## config.mk

```make
export PLATFORM = sky130hd
export DESIGN_NAME = uart_fifo_bridge_flat
export DESIGN_NICKNAME = d
export VERILOG_FILES = /design/src/rtl/uart_fifo_bridge_if.sv /design/src/rtl/uart_fifo_bridge.sv /design/src/flat_wrapper.sv
export SDC_FILE = /design/constraint.sdc
export NUM_CORES = 1
export LEC_CHECK = 0
export ABC_AREA = 1
export CAP_MARGIN = 20
export CORE_MARGIN = 1.5
export CORE_UTILIZATION = 55
export DETAILED_ROUTE_END_ITERATION = 16
export HOLD_SLACK_MARGIN = 0.08
export PLACE_DENSITY = 0.76
export RECOVER_POWER = 100
export SYNTH_ARGS = -nofsm -noshare
export SYNTH_HDL_FRONTEND = slang
export SYNTH_SLANG_ARGS = --single-unit
export TNS_END_PERCENT = 10
```

## constraint.sdc

```tcl
create_clock -name clk -period 2.65 [get_ports clk]
set_input_delay 0.53 -clock clk [delete_from_list [all_inputs] [get_ports clk]]
set_output_delay 0.53 -clock clk [all_outputs]
set_load 0.01 [all_outputs]
```

## src/rtl/uart_fifo_bridge_if.sv

```systemverilog
// Host FIFO access and Uart handshake signals of uart_fifo_bridge.
// The master modport is the host/Uart side; the slave modport is the bridge.
interface uart_fifo_bridge_if #(
  parameter int DEPTH = 16,
  parameter int WIDTH = 9
);
  localparam int CW = $clog2(DEPTH) + 1;

  logic             txWrite;
  logic [WIDTH-1:0] txWriteData;
  logic             txFull;
  logic [CW-1:0]    txCount;
  logic             rxRead;
  logic [WIDTH-1:0] rxReadData;
  logic             rxEmpty;
  logic [CW-1:0]    rxCount;
  logic             rxOverrun;
  logic             rxError;
  logic             clearErrors;
  logic             uartStartTx;
  logic [WIDTH-1:0] uartTxData;
  logic             uartTxIdle;
  logic             uartRxFull;
  logic             uartFrameError;
  logic             uartParityError;
  logic [WIDTH-1:0] uartRxData;

  modport master (
    output txWrite, txWriteData, rxRead, clearErrors, uartTxIdle,
           uartRxFull, uartFrameError, uartParityError, uartRxData,
    input  txFull, txCount, rxReadData, rxEmpty, rxCount, rxOverrun,
           rxError, uartStartTx, uartTxData
  );

  modport slave (
    input  txWrite, txWriteData, rxRead, clearErrors, uartTxIdle,
           uartRxFull, uartFrameError, uartParityError, uartRxData,
    output txFull, txCount, rxReadData, rxEmpty, rxCount, rxOverrun,
           rxError, uartStartTx, uartTxData
  );
endinterface

```

## src/rtl/uart_fifo_bridge.sv

```systemverilog
// Host-side TX/RX FIFOs in front of a 9-bit Uart: TX FSM feeds the Uart one
// character per transfer, RX side captures a character on each uartRxFull rise.
module uart_fifo_bridge #(
  parameter int DEPTH = 16,
  parameter int WIDTH = 9
) (
  input logic               clk,
  input logic               reset,
  uart_fifo_bridge_if.slave bus
);
  localparam int AW = $clog2(DEPTH);
  localparam int CW = AW + 1;
  localparam logic [CW-1:0] FULL = CW'(DEPTH);

  typedef enum logic [1:0] {TxIdle, TxWaitBusy, TxWaitIdle} tx_state_e;

  logic [WIDTH-1:0] txMem_q [DEPTH];
  logic [AW-1:0]    txWrPtr_q, txRdPtr_q;
  logic [CW-1:0]    txCnt_q, txCnt_d;
  logic             txPush, txPop;
  tx_state_e        txState_q;
  logic [WIDTH-1:0] txHold_q;
  logic             txStart_q;

  logic [WIDTH-1:0] rxMem_q [DEPTH];
  logic [AW-1:0]    rxWrPtr_q, rxRdPtr_q;
  logic [CW-1:0]    rxCnt_q, rxCnt_d;
  logic             rxFullLvl_q, frameLvl_q, parityLvl_q;
  logic             overrun_q, overrun_d, error_q, error_d;
  logic             rxEdge, rxPop, rxPush, errEdge;

  assign txPush = bus.txWrite && (txCnt_q != FULL);
  assign txPop  = (txState_q == TxIdle) && (txCnt_q != '0) && bus.uartTxIdle;

  always_comb txCnt_d = txCnt_q + CW'(txPush) - CW'(txPop);

  always_ff @(posedge clk) begin
    if (txPush) txMem_q[txWrPtr_q] <= bus.txWriteData;
  end

  always_ff @(posedge clk or negedge reset) begin
    if (!reset) begin
      txWrPtr_q <= '0;
      txRdPtr_q <= '0;
      txCnt_q   <= '0;
    end else begin
      if (txPush) txWrPtr_q <= txWrPtr_q + AW'(1);
      if (txPop)  txRdPtr_q <= txRdPtr_q + AW'(1);
      txCnt_q <= txCnt_d;
    end
  end

  // A transfer ends only after the Uart has been seen busy and then idle again.
  always_ff @(posedge clk or negedge reset) begin
    if (!reset) begin
      txState_q <= TxIdle;
      txHold_q  <= '0;
      txStart_q <= 1'b0;
    end else begin
      txStart_q <= 1'b0;
      case (txState_q)
        TxIdle: if (txPop) begin
          txHold_q  <= txMem_q[txRdPtr_q];
          txStart_q <= 1'b1;
          txState_q <= TxWaitBusy;
        end
        TxWaitBusy: if (!bus.uartTxIdle) txState_q <= TxWaitIdle;
        TxWaitIdle: if (bus.uartTxIdle)  txState_q <= TxIdle;
        default:    txState_q <= TxIdle;
      endcase
    end
  end

  // When full, a push still fits if the head leaves in the same cycle.
  assign rxEdge  = bus.uartRxFull && !rxFullLvl_q;
  assign rxPop   = bus.rxRead && (rxCnt_q != '0);
  assign rxPush  = rxEdge && ((rxCnt_q != FULL) || rxPop);
  assign errEdge = (bus.uartFrameError && !frameLvl_q) ||
                   (bus.uartParityError && !parityLvl_q);

  always_comb begin
    rxCnt_d   = rxCnt_q + CW'(rxPush) - CW'(rxPop);
    overrun_d = (rxEdge && !rxPush) || (overrun_q && !bus.clearErrors);
    error_d   = errEdge || (error_q && !bus.clearErrors);
  end

  always_ff @(posedge clk) begin
    if (rxPush) rxMem_q[rxWrPtr_q] <= bus.uartRxData;
  end

  always_ff @(posedge clk or negedge reset) begin
    if (!reset) begin
      rxWrPtr_q   <= '0;
      rxRdPtr_q   <= '0;
      rxCnt_q     <= '0;
      rxFullLvl_q <= 1'b0;
      frameLvl_q  <= 1'b0;
      parityLvl_q <= 1'b0;
      overrun_q   <= 1'b0;
      error_q     <= 1'b0;
    end else begin
      if (rxPush) rxWrPtr_q <= rxWrPtr_q + AW'(1);
      if (rxPop)  rxRdPtr_q <= rxRdPtr_q + AW'(1);
      rxCnt_q     <= rxCnt_d;
      rxFullLvl_q <= bus.uartRxFull;
      frameLvl_q  <= bus.uartFrameError;
      parityLvl_q <= bus.uartParityError;
      overrun_q   <= overrun_d;
      error_q     <= error_d;
    end
  end

  assign bus.txFull      = (txCnt_q == FULL);
  assign bus.txCount     = txCnt_q;
  assign bus.uartStartTx = txStart_q;
  assign bus.uartTxData  = txHold_q;
  assign bus.rxReadData  = rxMem_q[rxRdPtr_q];
  assign bus.rxEmpty     = (rxCnt_q == '0);
  assign bus.rxCount     = rxCnt_q;
  assign bus.rxOverrun   = overrun_q;
  assign bus.rxError     = error_q;
endmodule

```

## src/flat_wrapper.sv

```systemverilog
// flat-port wrapper written by rule: the top's interface ports become plain ports
module uart_fifo_bridge_flat 
#(
  parameter int DEPTH = 16,
  parameter int WIDTH = 9
)
  (clk, reset, bus_txWrite, bus_txWriteData, bus_rxRead, bus_clearErrors, bus_uartTxIdle, bus_uartRxFull, bus_uartFrameError, bus_uartParityError, bus_uartRxData, bus_txFull, bus_txCount, bus_rxReadData, bus_rxEmpty, bus_rxCount, bus_rxOverrun, bus_rxError, bus_uartStartTx, bus_uartTxData);
  uart_fifo_bridge_if #(.DEPTH(DEPTH), .WIDTH(WIDTH)) bus_i ();
  input logic clk;
  input logic reset;
  input wire logic [$bits(bus_i.txWrite)-1:0] bus_txWrite;
  input wire logic [$bits(bus_i.txWriteData)-1:0] bus_txWriteData;
  input wire logic [$bits(bus_i.rxRead)-1:0] bus_rxRead;
  input wire logic [$bits(bus_i.clearErrors)-1:0] bus_clearErrors;
  input wire logic [$bits(bus_i.uartTxIdle)-1:0] bus_uartTxIdle;
  input wire logic [$bits(bus_i.uartRxFull)-1:0] bus_uartRxFull;
  input wire logic [$bits(bus_i.uartFrameError)-1:0] bus_uartFrameError;
  input wire logic [$bits(bus_i.uartParityError)-1:0] bus_uartParityError;
  input wire logic [$bits(bus_i.uartRxData)-1:0] bus_uartRxData;
  output wire logic [$bits(bus_i.txFull)-1:0] bus_txFull;
  output wire logic [$bits(bus_i.txCount)-1:0] bus_txCount;
  output wire logic [$bits(bus_i.rxReadData)-1:0] bus_rxReadData;
  output wire logic [$bits(bus_i.rxEmpty)-1:0] bus_rxEmpty;
  output wire logic [$bits(bus_i.rxCount)-1:0] bus_rxCount;
  output wire logic [$bits(bus_i.rxOverrun)-1:0] bus_rxOverrun;
  output wire logic [$bits(bus_i.rxError)-1:0] bus_rxError;
  output wire logic [$bits(bus_i.uartStartTx)-1:0] bus_uartStartTx;
  output wire logic [$bits(bus_i.uartTxData)-1:0] bus_uartTxData;
  assign bus_i.txWrite = bus_txWrite;
  assign bus_i.txWriteData = bus_txWriteData;
  assign bus_i.rxRead = bus_rxRead;
  assign bus_i.clearErrors = bus_clearErrors;
  assign bus_i.uartTxIdle = bus_uartTxIdle;
  assign bus_i.uartRxFull = bus_uartRxFull;
  assign bus_i.uartFrameError = bus_uartFrameError;
  assign bus_i.uartParityError = bus_uartParityError;
  assign bus_i.uartRxData = bus_uartRxData;
  assign bus_txFull = bus_i.txFull;
  assign bus_txCount = bus_i.txCount;
  assign bus_rxReadData = bus_i.rxReadData;
  assign bus_rxEmpty = bus_i.rxEmpty;
  assign bus_rxCount = bus_i.rxCount;
  assign bus_rxOverrun = bus_i.rxOverrun;
  assign bus_rxError = bus_i.rxError;
  assign bus_uartStartTx = bus_i.uartStartTx;
  assign bus_uartTxData = bus_i.uartTxData;
  uart_fifo_bridge #(.DEPTH(DEPTH), .WIDTH(WIDTH)) u_core (.clk(clk), .reset(reset), .bus(bus_i));
endmodule
```

==> summary.txt <==
Outcome
  – Status: finished with violations
  – Failing checks: max-capacitance violations, max-slew violations, negative setup slack

Drt
  – DR WL/cell: 18.7 um
  – DRT Pass-1 Iters: 6
  – Routed met3 length: 2.80 mm
  – Iter 0 DRT Violations: 1166
  – Via Count: 9678
  – Via density: about 5.6
  – Post-Route WL: 32.5 mm
  – DRC errors left: 0
  – Uppermost layer routed: met4
  – Wl on met1: 12.8 mm
  – Post-route ant nets: 0
  – Met2 wire len: 15.9 mm

Logic synthesis
  – Synth Instances: 1258
  – Top area cells in the synthesized netlist: edfxtp_1 61%, dfrtp_1 7.6%, nand2_1 6.9%, nand3_1 4.6%, inv_1 4.0%
  – Syn_nets: approximately 1300
  – Synth Flop Type: edfxtp_1
  – Share of synthesized flip-flops with an asynchronous set or reset: 13.0%
  – Yosys reg bits: between 300 and 400
  – Sequential area share after synthesis: 68.4%
  – Yosys top cell area share: 60.8%
  – Mean Syn Cell Area: 11.3 um2
  – Largest area contributor in the netlist: edfxtp_1
  – Synth cell types: 29
  – Synth Cell Area: 14200 um2
  – Top-count cell post-synth: edfxtp_1
  – Ys Warns: 0
  – Post-synth EDFFs: 288
  – Synth cell count leaders: 288 x edfxtp_1, 261 x nand2_1, 150 x inv_1

Timing
  – Fin crit period: 2760 ps
  – Skew final: approximately 23 ps
  – Count of final hold-check violations: 0
  – Hold Slack: 293 ps
  – Slew Limit Fails: 75
  – Period Utilization, post-route: 104%
  – Setup TNS: -168 ps
  – Highest attainable clock frequency: 362 MHz
  – Worst Setup Slack, final: -114 ps
  – RSZ-0062 raised after global routing: true
  – Rel. slew slack: -5.43%
  – Setup-failing EPs final: 3
  – Worst Max-Slew Pin Slew: 1580 ps

Clock network
  – # hold bufs at CTS: 0
  – Root Driver: clkbuf_16
  – Clk sink count: 331
  – Bufs on Longest Clock Path: 3
  – CTS Buf Count: 35
  – CTS tree: built
  – Number of H-tree levels: 2
  – Worst-skew pair later-pin latency: 530 ps
  – Worst-path clk slew: 60 ps

GRT
  – Vias in the first global route: roughly 9500
  – Largest net degree at the start of global routing: 75
  – Tot GR Track Use: 24.7%
  – Total grt overflow: 0
  – First-pass GRT wire length: 50.1 mm
  – Initial antenna violation count: 0

Floorplanning
  – Area of the die: roughly 27000 um2
  – Number of placed I/O pins: 60
  – Core area: 25300 um2
  – Initial Util: 56.3%
  – Die Y: 164 um
  – Core Rows: 58
  – Die width: 164 um

Layout
  – Area Growth Syn to Fin: 17.3%
  – N_diodes: 0
  – Fraction of layout cells with a size suffix above 1: 11.0%
  – Layout Nets: 1430
  – Layout filler cell count: 1832
  – Cell Count, Final, Fillers Out: 1736

Worst setup path
  – Endpoint class of the critical path: output pin
  – Cells on worst reg2reg path: 9
  – Worst Setup EP: bus_rxReadData[1]
  – R2r setup slk: 110 ps
  – Worst path required time: 2120 ps
  – Reg2reg end: u_core.bus.uartTxData[5]
  – CP Launch Point: u_core.rxRdPtr_q[0]
  – Critical path fanouts, max: 5
  – Classification of the worst setup path: flop to output pin
  – Worst setup SP type: flop
  – Arrival time at the worst endpoint: 2230 ps
  – Worst r2r src: u_core.txRdPtr_q[0]

Flow run
  – Max_cap viols: 1

Power and ir drop
  – Pwr/cell area: 1110 nW/um2
  – Leak: 6.66 nW
  – VDD IR max: 761 uV

Placed design
  – DP HPWL: 18.8 mm
  – Placed cells: approximately 1700
  – GPL Wtd Cong: 0.791
  – DP Worst Slack: -21.9 ps
  – Count of input and output buffers: 59

Min path
  – Hold Path Class: input port to asynchronous set/reset pin
how the worst min path moves through the flow:
stage | from | end | cells after the start
5_1_grt | reset | u_core.frameLvl_q | 2
2_1_floorplan | reset | u_core.bus.rxCount[0] | 0
3_5_place_dp | u_core.bus.uartTxData[2] | u_core.bus.uartTxData[2] | 2
4_1_cts | reset | u_core.bus.uartTxData[6] | 2
6_report | reset | u_core.parityLvl_q | 2
3_3_place_gp | u_core.parityLvl_q | u_core.bus.rxError | 1
state kept, by name (all words and copies together) (netlist names):
| register | cells |
|---|---|
| u_core.bus.rxCount | 5 |
| u_core.bus.rxError | 1 |
| u_core.bus.rxOverrun | 1 |
| u_core.bus.txCount | 5 |
| u_core.bus.uartStartTx | 1 |
| u_core.bus.uartTxData | 9 |
| u_core.frameLvl_q | 1 |
| u_core.parityLvl_q | 1 |
| u_core.rxFullLvl_q | 1 |
| u_core.rxMem_q | 144 |
| u_core.rxRdPtr_q | 4 |
| u_core.rxWrPtr_q | 4 |
| u_core.txMem_q | 144 |
| u_core.txRdPtr_q | 4 |
| u_core.txState_q | 2 |
| u_core.txWrPtr_q | 4 |
metrics by stage:
stage / util, % / instance area [um2] / total power, mW
2_1_floorplan: - / 14200 / 11.0
3_3_place_gp: 60.8 / 15400 / 13.1
3_5_place_dp: 60.8 / 15400 / 13.2
4_1_cts: 66.2 / 16700 / 18.5
5_1_grt: 66.1 / 16700 / 19.5
6_report: 66.1 / 16700 / 18.6
placed cells by master (no fill, tap or decap), types with 4 or more instances in the layout:
master	Yosys	final
buf_4	10	21
inv_1	150	151
a21oi_1	4	4
ha_1	22	22
clkinv_2	0	8
nand3_1	132	132
o21ai_1	31	36
o211ai_1	36	36
inv_2	5	4
nor2_2	26	28
nor2_1	121	116
xor2_1	17	17
nand2_1	261	261
clkinvlp_4	0	4
clkbuf_1	3	37
clkinv_1	4	10
buf_2	26	11
buf_12	0	10
bufinv_16	0	4
o21ai_0	50	42
edfxtp_1	288	288
clkbuf_16	0	37
dfrtp_1	43	40
dlygate4sd3_1	0	45
buf_6	10	7
routing by layer:
metal | track usage (%) | vias to the layer above
li1 | - | 4463
met1 | 33.5 | 4676
met2 | 40.5 | 456
met3 | 3.71 | 83
met4 | 9.46 | 0
met5 | 0 | -
power breakdown:
group          leakage, nW  switching (mW)  internal [mW]
Sequential            3.11           0.387           6.31
Clock                0.562            2.05           2.86
Combinational         2.98            4.34           2.62
Total                 6.66            6.78           11.8
final cells by class:
type / count / area (um2) / area share, %
Clock buffer: 38 / 887 / 5.32
Clock inverter: 26 / 277 / 1.66
Inverter: 160 / 613 / 3.68
Multi-Input combinational cell: 711 / 3530 / 21.2
Sequential cell: 331 / 9730 / 58.3
Tap cell: 330 / 413 / 2.48
Timing Repair Buffer: 140 / 1230 / 7.40
timing repair:
item / in CTS / in global routing
pin swaps: 29 / 22
resized for setup: 53 / 25
endpoints found under the hold margin: 0 / 0
setup endpoints to repair: 9 / 12
cloned: 2 / 3
buffers inserted: 15 / 5
cell families (layout without fill, tap and decap cells):
logic type                 count (synthesis)  after routing  synth area share [%]
AOI/OAI and AO/OA                        123            123                  5.02
adders and majority gates                 24             24                  2.22
buffers and inverters                    216            364                  7.08
xor gates and xnor gates                  20             20                  1.23
DFF                                      331            331                  68.4
and+or+nand+nor                          544            544                  16.1
worst max-delay path: stages (launching register included):
cell      delay [ps]
dfrtp_2          500
buf_4            170
buf_6            120
buf_4            140
o21ai_0          250
o211ai_1         140
nand3_1          170
nand2_1           90
buf_2            140
Power figures use the tool's default switching activity.
